<file path="config.mk">
export PLATFORM = sky130hd
export DESIGN_NAME = fir_coef_bank
export DESIGN_NICKNAME = d
export VERILOG_FILES = /design/src/rtl/fir_pkg.sv /design/src/rtl/fir_coef_bank.sv
export SDC_FILE = /design/constraint.sdc
export NUM_CORES = 1
export LEC_CHECK = 0
export CAP_MARGIN = 20
export CORE_ASPECT_RATIO = 0.7
export CORE_MARGIN = 3
export CORE_UTILIZATION = 57
export CTS_CLUSTER_DIAMETER = 50
export DETAILED_ROUTE_END_ITERATION = 7
export PLACE_DENSITY_LB_ADDON = 0.15
export SYNTH_ARGS = -nofsm -noshare
export SYNTH_HDL_FRONTEND = slang
export SYNTH_SLANG_ARGS = --single-unit
</file>
<file path="constraint.sdc">
create_clock -name clk -period 5.8 [get_ports clk]
set_input_delay 1.16 -clock clk [delete_from_list [all_inputs] [get_ports clk]]
set_output_delay 1.16 -clock clk [all_outputs]
set_load 0.03 [all_outputs]
</file>
<file path="src/rtl/fir_pkg.sv">
// Shared FIR definitions: coefficient-bank FSM states, default gain and the
// pass-through coefficient vector used at reset and as a reference.
package fir_pkg;

  typedef enum logic [1:0] {
    IDLE,
    LOAD,
    PENDING
  } coef_state_t;

  localparam int COEFW_DEFAULT = 16;
  localparam int DEFAULT_GAIN  = 2**(COEFW_DEFAULT-1) - 1;

  // Upper bound on NTAPS*COEFW; callers slice the low bits they need.
  localparam int MAX_FLAT = 4096;

  // Pass-through set: h[0] = 2^(coefw-1)-1 (all ones below the sign bit), others 0.
  function automatic logic [MAX_FLAT-1:0] pack_default_coefs(input int coefw);
    logic [MAX_FLAT-1:0] v;
    v = '0;
    for (int b = 0; b < coefw - 1; b++) v[b] = 1'b1;
    return v;
  endfunction

endpackage

</file>
<file path="src/rtl/fir_coef_bank.sv">
// Double-buffered FIR coefficient store: streams a set into a shadow bank and
// swaps it into the active bank on a sample boundary.
module fir_coef_bank
  import fir_pkg::*;
#(
  parameter int COEFW = 16,
  parameter int NTAPS = 16
) (
  input  logic                   clk,
  input  logic                   rst,
  input  logic                   sample_en,
  input  logic                   s_valid,
  output logic                   s_ready,
  input  logic [COEFW-1:0]       s_data,
  input  logic                   s_last,
  output logic [NTAPS*COEFW-1:0] coef_flat,
  output logic                   pending,
  output logic                   swap_done,
  output logic                   load_err
);

  localparam int CNTW = $clog2(NTAPS);
  localparam int FLAT = NTAPS * COEFW;
  localparam logic [MAX_FLAT-1:0] DEFAULT_WIDE = pack_default_coefs(COEFW);
  localparam logic [FLAT-1:0]     DEFAULT_FLAT = DEFAULT_WIDE[FLAT-1:0];
  localparam logic [CNTW-1:0]     LAST_IDX     = CNTW'(NTAPS - 1);

  coef_state_t      state, state_nxt;
  logic [CNTW-1:0]  cnt, cnt_nxt;
  logic [COEFW-1:0] shadow [NTAPS];
  logic [FLAT-1:0]  shadow_flat;
  logic [FLAT-1:0]  active;
  logic             accept;
  logic             swap;
  logic             frame_err;

  // Handshake decoded from state only, so s_ready never depends on s_valid.
  assign s_ready   = (state != PENDING);
  assign pending   = (state == PENDING);
  assign accept    = s_valid & s_ready;
  assign coef_flat = active;

  // NOTE: every output of this block gets a default first, so no path infers a latch.
  always_comb begin
    state_nxt = state;
    cnt_nxt   = cnt;
    swap      = 1'b0;
    frame_err = 1'b0;
    case (state)
      IDLE: begin
        if (accept) begin
          if (s_last) begin
            frame_err = 1'b1;
          end else begin
            state_nxt = LOAD;
            cnt_nxt   = CNTW'(1);
          end
        end
      end
      LOAD: begin
        if (accept) begin
          if (cnt == LAST_IDX && s_last) begin
            state_nxt = PENDING;
            cnt_nxt   = '0;
          end else if (cnt == LAST_IDX || s_last) begin
            frame_err = 1'b1;
            state_nxt = IDLE;
            cnt_nxt   = '0;
          end else begin
            cnt_nxt = cnt + CNTW'(1);
          end
        end
      end
      PENDING: begin
        if (sample_en) begin
          swap      = 1'b1;
          state_nxt = IDLE;
        end
      end
      default: begin
        state_nxt = IDLE;
        cnt_nxt   = '0;
      end
    endcase
  end

  always_comb begin
    shadow_flat = '0;
    for (int k = 0; k < NTAPS; k++) shadow_flat[k*COEFW +: COEFW] = shadow[k];
  end

  // NOTE: state registers use non-blocking assignments so every flop samples pre-edge values.
  always_ff @(posedge clk) begin
    if (rst) begin
      state     <= IDLE;
      cnt       <= '0;
      active    <= DEFAULT_FLAT;
      swap_done <= 1'b0;
      load_err  <= 1'b0;
    end else begin
      state     <= state_nxt;
      cnt       <= cnt_nxt;
      swap_done <= swap;
      load_err  <= frame_err;
      if (swap) active <= shadow_flat;
    end
  end

  // NOTE: the shadow bank has no reset; it is only read after a complete load rewrites it.
  always_ff @(posedge clk) begin
    if (accept) shadow[cnt] <= s_data;
  end

endmodule

</file>
## After elaboration in Yosys (flattened, before gate mapping)

Memories as Yosys holds them, arrays and structs flattened. A register that Yosys moved wholly into a read port is not among the register bits.
Index checks and enable logic that the tools add are counted.

- Word-level logic and storage cells: 45
- Output and inout bits: 260
- Bits in writable memories: 256
- Bits of input ports: 21
- Memories kept: 1
- Register bits: 8

- Equal/unequal tests: 9
- Multiplexer cells: 23
- Add/sub/neg operators: 1
- Reduce and logical (&&, ||, !) cells: 5
- Bitwise gates (word level): 2

Memories:

| name | words | width | read ports | clocked after memory_dff | wr ports | line | text |
|---|---|---|---|---|---|---|---|
| shadow | 16 | 16 | 16 | 16 | 1 | fir_coef_bank.sv:30 | `logic [COEFW-1:0] shadow [NTAPS];` |

Operators with widths:

| kind | number |
|---|---|
| 2-to-1 mux 4 bit | 5 |
| 2-to-1 mux 2 bit | 6 |
| one-hot mux 4 bit (3 select lines) | 1 |
| inequality test 2 bit, second input constant | 5 |
| 2-to-1 mux 1 bit | 9 |
| one-hot mux 2 bit (3 select lines) | 1 |
| AND reduction 5 bit | 1 |
| adder 4 x 1 -> 4 bit, second input constant | 1 |
| equality test 4 bit, second input constant | 1 |
| AND reduction 4 bit | 1 |
| inequality test 3 bit, second input constant | 1 |
| equality test 2 x 1 -> 1 bit, second input constant | 1 |
| equality test 2 bit, second input constant | 1 |
| logical NOT 2 bit | 1 |
| one-hot mux 1 bit (2 select lines) | 1 |
| AND 1 bit | 1 |
| logical AND 1 bit | 1 |
| logical OR 1 bit | 1 |
| NOT 1 bit | 1 |

## Depth between registers and ports, before layout

- Word-level depth: 6
- Depth in mapped cells: 7
- Depth with buffers taken out: 7

## Worst setup path before layout

Ideal clock, no wire load.

- Kind: input-to-reg
- Start: input port s_valid
- End: memory shadow[2][0] (enable)
- Library setup time: 0.409 ns
- Stages on the path: 3
- Slack: 2.691 ns
- Arrival time: 2.699 ns
- Data required time: 5.391 ns
- Buffers on the path: 1
- Path through: clkbuf_1 -> nand3_1 -> nor3_1

- Longest elaborated chain between the ends: 3

RTL lines:

| what | line | text |
|---|---|---|
| start: declaration | fir_coef_bank.sv:12 | `input logic s_valid,` |
| AND 1 bit | fir_coef_bank.sv:40 | `assign accept = s_valid & s_ready;` |
| 2-to-1 mux 1 bit | fir_coef_bank.sv:111 | `if (accept) shadow[cnt] <= s_data;` |
| 2-to-1 mux 1 bit (implied by the code) | fir_coef_bank.sv:111 |  |
| end: declaration | fir_coef_bank.sv:30 |  |

No other way between the ends.

## Worst setup path in the final report

- Start: register state[1]
- End: output port pending

- Longest elaborated chain between the ends: 1

RTL lines:

| what | line | text |
|---|---|---|
| start: declaration | fir_coef_bank.sv:28 | `coef_state_t state, state_nxt;` |
| start signal: assignment | fir_coef_bank.sv:101 | `state <= state_nxt;` |
| equality test 2 bit | fir_coef_bank.sv:39 | `assign pending = (state == PENDING);` |
| end: declaration | fir_coef_bank.sv:17 | `output logic pending,` |

No other way between the ends.

==> results.sh <==
export IMPL_hold_path_class="register to register"
export IMPL_tritoncts="done"
export IMPL_finalNetCount=1745
export IMPL_reg2regPathDepth=4
export IMPL_global_route_usage_total_pct=26.5
export IMPL_cts_htree_levels=2
export IMPL_global_route_wire_length_before_repair_um=64700
export IMPL_postSynthNetCount=1481
export IMPL_setup_violations=0
export IMPL_post_cts_setup_buffer_count=0
export IMPL_synth_seq_cells=520
export IMPL_setup_reg_to_reg_worst_slack_ns=3.28
export IMPL_hold_violations=0
export IMPL_initial_antenna_violation_count=1
export IMPL_crit_path_cell_trace="nand2b_1 > inv_1 > clkdlybuf4s50_1"
export IMPL_postSynthAreaPerCell_um2=11.8
export IMPL_cts_repair_resize_count=0
export IMPL_top_level_ports=281
export IMPL_wirelength_um=44100
export IMPL_ant_nets=0
export IMPL_place_detailed_instances=2070
export IMPL_place_congestion=0.804
export IMPL_pwr_share_seq_pct=56.5
export IMPL_globalRoute_totalOverflow=0
export IMPL_worstSetupEndpointType="output pin"
export IMPL_path_clk_slew_ns=0.06
export IMPL_core_area_um2=29300
export IMPL_die_height_um=151
export IMPL_n_antenna_cell=0
export IMPL_std_cell_rows=52
export IMPL_cts_hold_repair_buffers=0
export IMPL_rsz0062_at_grt="no"
export IMPL_required_arrival_time_at_the_worst_endpoint_ns=4.64
export IMPL_numPortBuffers=280
export IMPL_status="finished clean"
export IMPL_crit_path_max_fanout=12
export IMPL_layout_area_overhead_vs_synth_pct=26.3
export IMPL_timing_critical_path_slowest_cell_delay_ns=0.67
export IMPL_whs_path_depth=2
export IMPL_ctsLongestPathBuffers=3
export IMPL_crit_path_top_delay_cell="sky130_fd_sc_hd__clkdlybuf4s50_1"
export IMPL_criticalPathCategory="register to output pin"
export IMPL_power_clock_fraction_pct=41.6
export IMPL_power_net_switching_mw=1.35
export IMPL_drt_vias_per_instance=5.45
export IMPL_clk_latency_ns=0.54
export IMPL_via_count=11700
export IMPL_die_width_um=214
export IMPL_initialDrtViolationCount=1202
export IMPL_worst_slew_margin_rel_pct=21.6
export IMPL_share_comb_of_total_power_pct=1.9
export IMPL_timing_max_transition_violations_final=0
export IMPL_share_of_final_layout_standard_cells_stronger_than_drive_strength_1_pct=5.43
export IMPL_post_synth_inst_count=1454
export IMPL_yosysSeqAreaShare_pct=75.3
export IMPL_worstSetupStartpointType="register"
export IMPL_r2r_start="state[1]$_SDFFE_PP0P_"
export IMPL_cts_root_buf="sky130_fd_sc_hd__clkbuf_16"
export IMPL_total_power_after_layout_mw=6.85
export IMPL_stdcell_count=2156
export IMPL_cp_arrival_ns=2.34
export IMPL_finClkSkew_ns=0.0128
export IMPL_yosysWarnings=0
export IMPL_final_setup_tns_ns=0
export IMPL_place_detailed_hpwl_um=26100
export IMPL_internal_power_mw=5.50
export IMPL_vdd_drop_max_mv=0.299
export IMPL_layout_worst_path_cycle_share_pct=60.4
export IMPL_timing_rr_end="coef_flat[92]$_SDFFE_PP0P_"
export IMPL_power_density_cell_area_nw_per_um2=315
export IMPL_drt_pass1_iterations=6
export IMPL_worstHoldStart="coef_flat[171]$_SDFFE_PP0P_"
export IMPL_first_global_vias=11000
export IMPL_path_buf_inv=2
export IMPL_most_common_layout_cells="513 x sky130_fd_sc_hd__nand2_1, 279 x sky130_fd_sc_hd__clkdlybuf4s50_1, 264 x sky130_fd_sc_hd__dfxtp_1"
export IMPL_distinct_cells_synth=28
export IMPL_largest_net_degree_at_the_start_of_global_routing=147
export IMPL_detail_route_drc_violations=0
export IMPL_achievable_frequency_mhz=286
export IMPL_routedWlPerCell_um=20.5
export IMPL_most_common_library_cell_in_the_layout_ignoring_fill_and_taps="sky130_fd_sc_hd__nand2_1"
export IMPL_leakagePower_nw=7.09
export IMPL_final_min_clock_period_ns=3.50
export IMPL_drv_max_cap_violation_count=0
export IMPL_min_delay_worst_endpoint="coef_flat[171]$_SDFFE_PP0P_"
export IMPL_holdWs_ns=0.453
export IMPL_fin_area_um2=21700
export IMPL_worst_slew_pin_slew_ns=1.17
export IMPL_start_util_pct=58.7
export IMPL_detailed_place_area_um2=20300
export IMPL_design_die_area_um2=32400
export IMPL_cts_sinks=520
export IMPL_p_sw_share_pct=19.7
export IMPL_synth_cell_area_um2=17200
export IMPL_cts_buffers_inserted=45
export IMPL_critical_path_top_delay_family="buffers and inverters"
[tightest hold or removal path, cell delays in order (launching register included)]
cell                      delay (ns)
sky130_fd_sc_hd__dfxtp_1        0.31
sky130_fd_sc_hd__nand2_1        0.05
sky130_fd_sc_hd__a21oi_1        0.05
[cell usage after synthesis (all sizes together)]
| cell type | number | area, um^2 |
|---|---|---|
| nand2 | 513 | 1930 |
| dfxtp | 264 | 5290 |
| edfxtp | 256 | 7690 |
| a21oi | 245 | 1230 |
| buf | 63 | 438 |
| clkbuf | 30 | 113 |
| nand3b | 17 | 131 |
| nor2 | 17 | 63.8 |
| ha | 6 | 75.1 |
| nand3 | 6 | 30.0 |
| inv | 5 | 18.8 |
| nand2b | 5 | 31.3 |
| nor3 | 5 | 25.0 |
| o21ai | 5 | 25.0 |
| and3b | 2 | 17.5 |
| mux2i | 2 | 20.0 |
| nor2b | 2 | 12.5 |
| nor3b | 2 | 15.0 |
| nor4b | 2 | 17.5 |
| nor4bb | 2 | 20.0 |
| nand4b | 1 | 8.76 |
| nand4bb | 1 | 11.3 |
| o21ba | 1 | 10.0 |
| o22a | 1 | 8.76 |
| o22ai | 1 | 6.26 |
[flip-flops by register name, indices dropped and copies added (netlist names)]
| signal | cells |
|---|---|
| coef_flat | 256 |
| cnt | 4 |
| load_err | 1 |
| swap_done | 1 |
| shadow | 256 |
| state | 2 |
[cells by family after synthesis]
logic type	after synthesis	synth area share, %
simple gates	575	13.4
flops	520	75.3
compound gates	253	7.41
buf+inv	98	3.31
fa+ha+maj	6	0.436
mux	2	0.116
[through the flow]
stage / utilization [%] / setup slack (ns)
2_1_floorplan: - / 2.69
3_3_place_gp: 68.9 / 2.17
3_5_place_dp: 69.1 / 2.26
4_1_cts: 73.7 / 2.32
5_1_grt: 74.1 / 2.20
6_report: 74.1 / 2.30
[power groups by stage]
stage               registers (mW)  logic [mW]  clock network [mW]
floorplan                     3.95      0.0407                   0
global placement              3.95       0.120                   0
detailed placement            3.95       0.125                   0
CTS                           3.87       0.125                2.89
global route                  3.87       0.137                3.03
finish                        3.87       0.132                2.85
[routing by layer]
metal / track usage, % / routed length, um / vias to the layer above
li1: - / - / 5431
met1: 38.3 / 18700 / 5757
met2: 41.4 / 20400 / 490
met3: 6.77 / 4240 / 63
met4: 5.55 / 736 / 0
met5: 0 / 0 / -
[cell type report]
| cell class | count | area [um^2] |
|---|---|---|
| flip-flops and latches | 520 | 13000 |
| fillers | 1994 | 7600 |
| multi-input cells | 836 | 3720 |
| repair buffers | 310 | 3160 |
| clock buffers | 67 | 1240 |
| well taps | 405 | 507 |
| clock inverters | 13 | 134 |
| inverters | 5 | 18.8 |
[how the worst max path moves through the flow]
stage	slack, ns	depth (start not counted)	endpoint	from
floorplan	2.69	3	shadow[2][0]$_DFFE_PP_	s_valid
global placement	2.17	3	shadow[0][9]$_DFFE_PP_	s_valid
detailed placement	2.26	5	coef_flat[206]$_SDFFE_PP0P_	sample_en
CTS	2.32	3	pending	state[1]$_SDFFE_PP0P_
global route	2.20	3	pending	state[1]$_SDFFE_PP0P_
finish	2.30	3	pending	state[1]$_SDFFE_PP0P_
(Power assumes the default switching activity.)
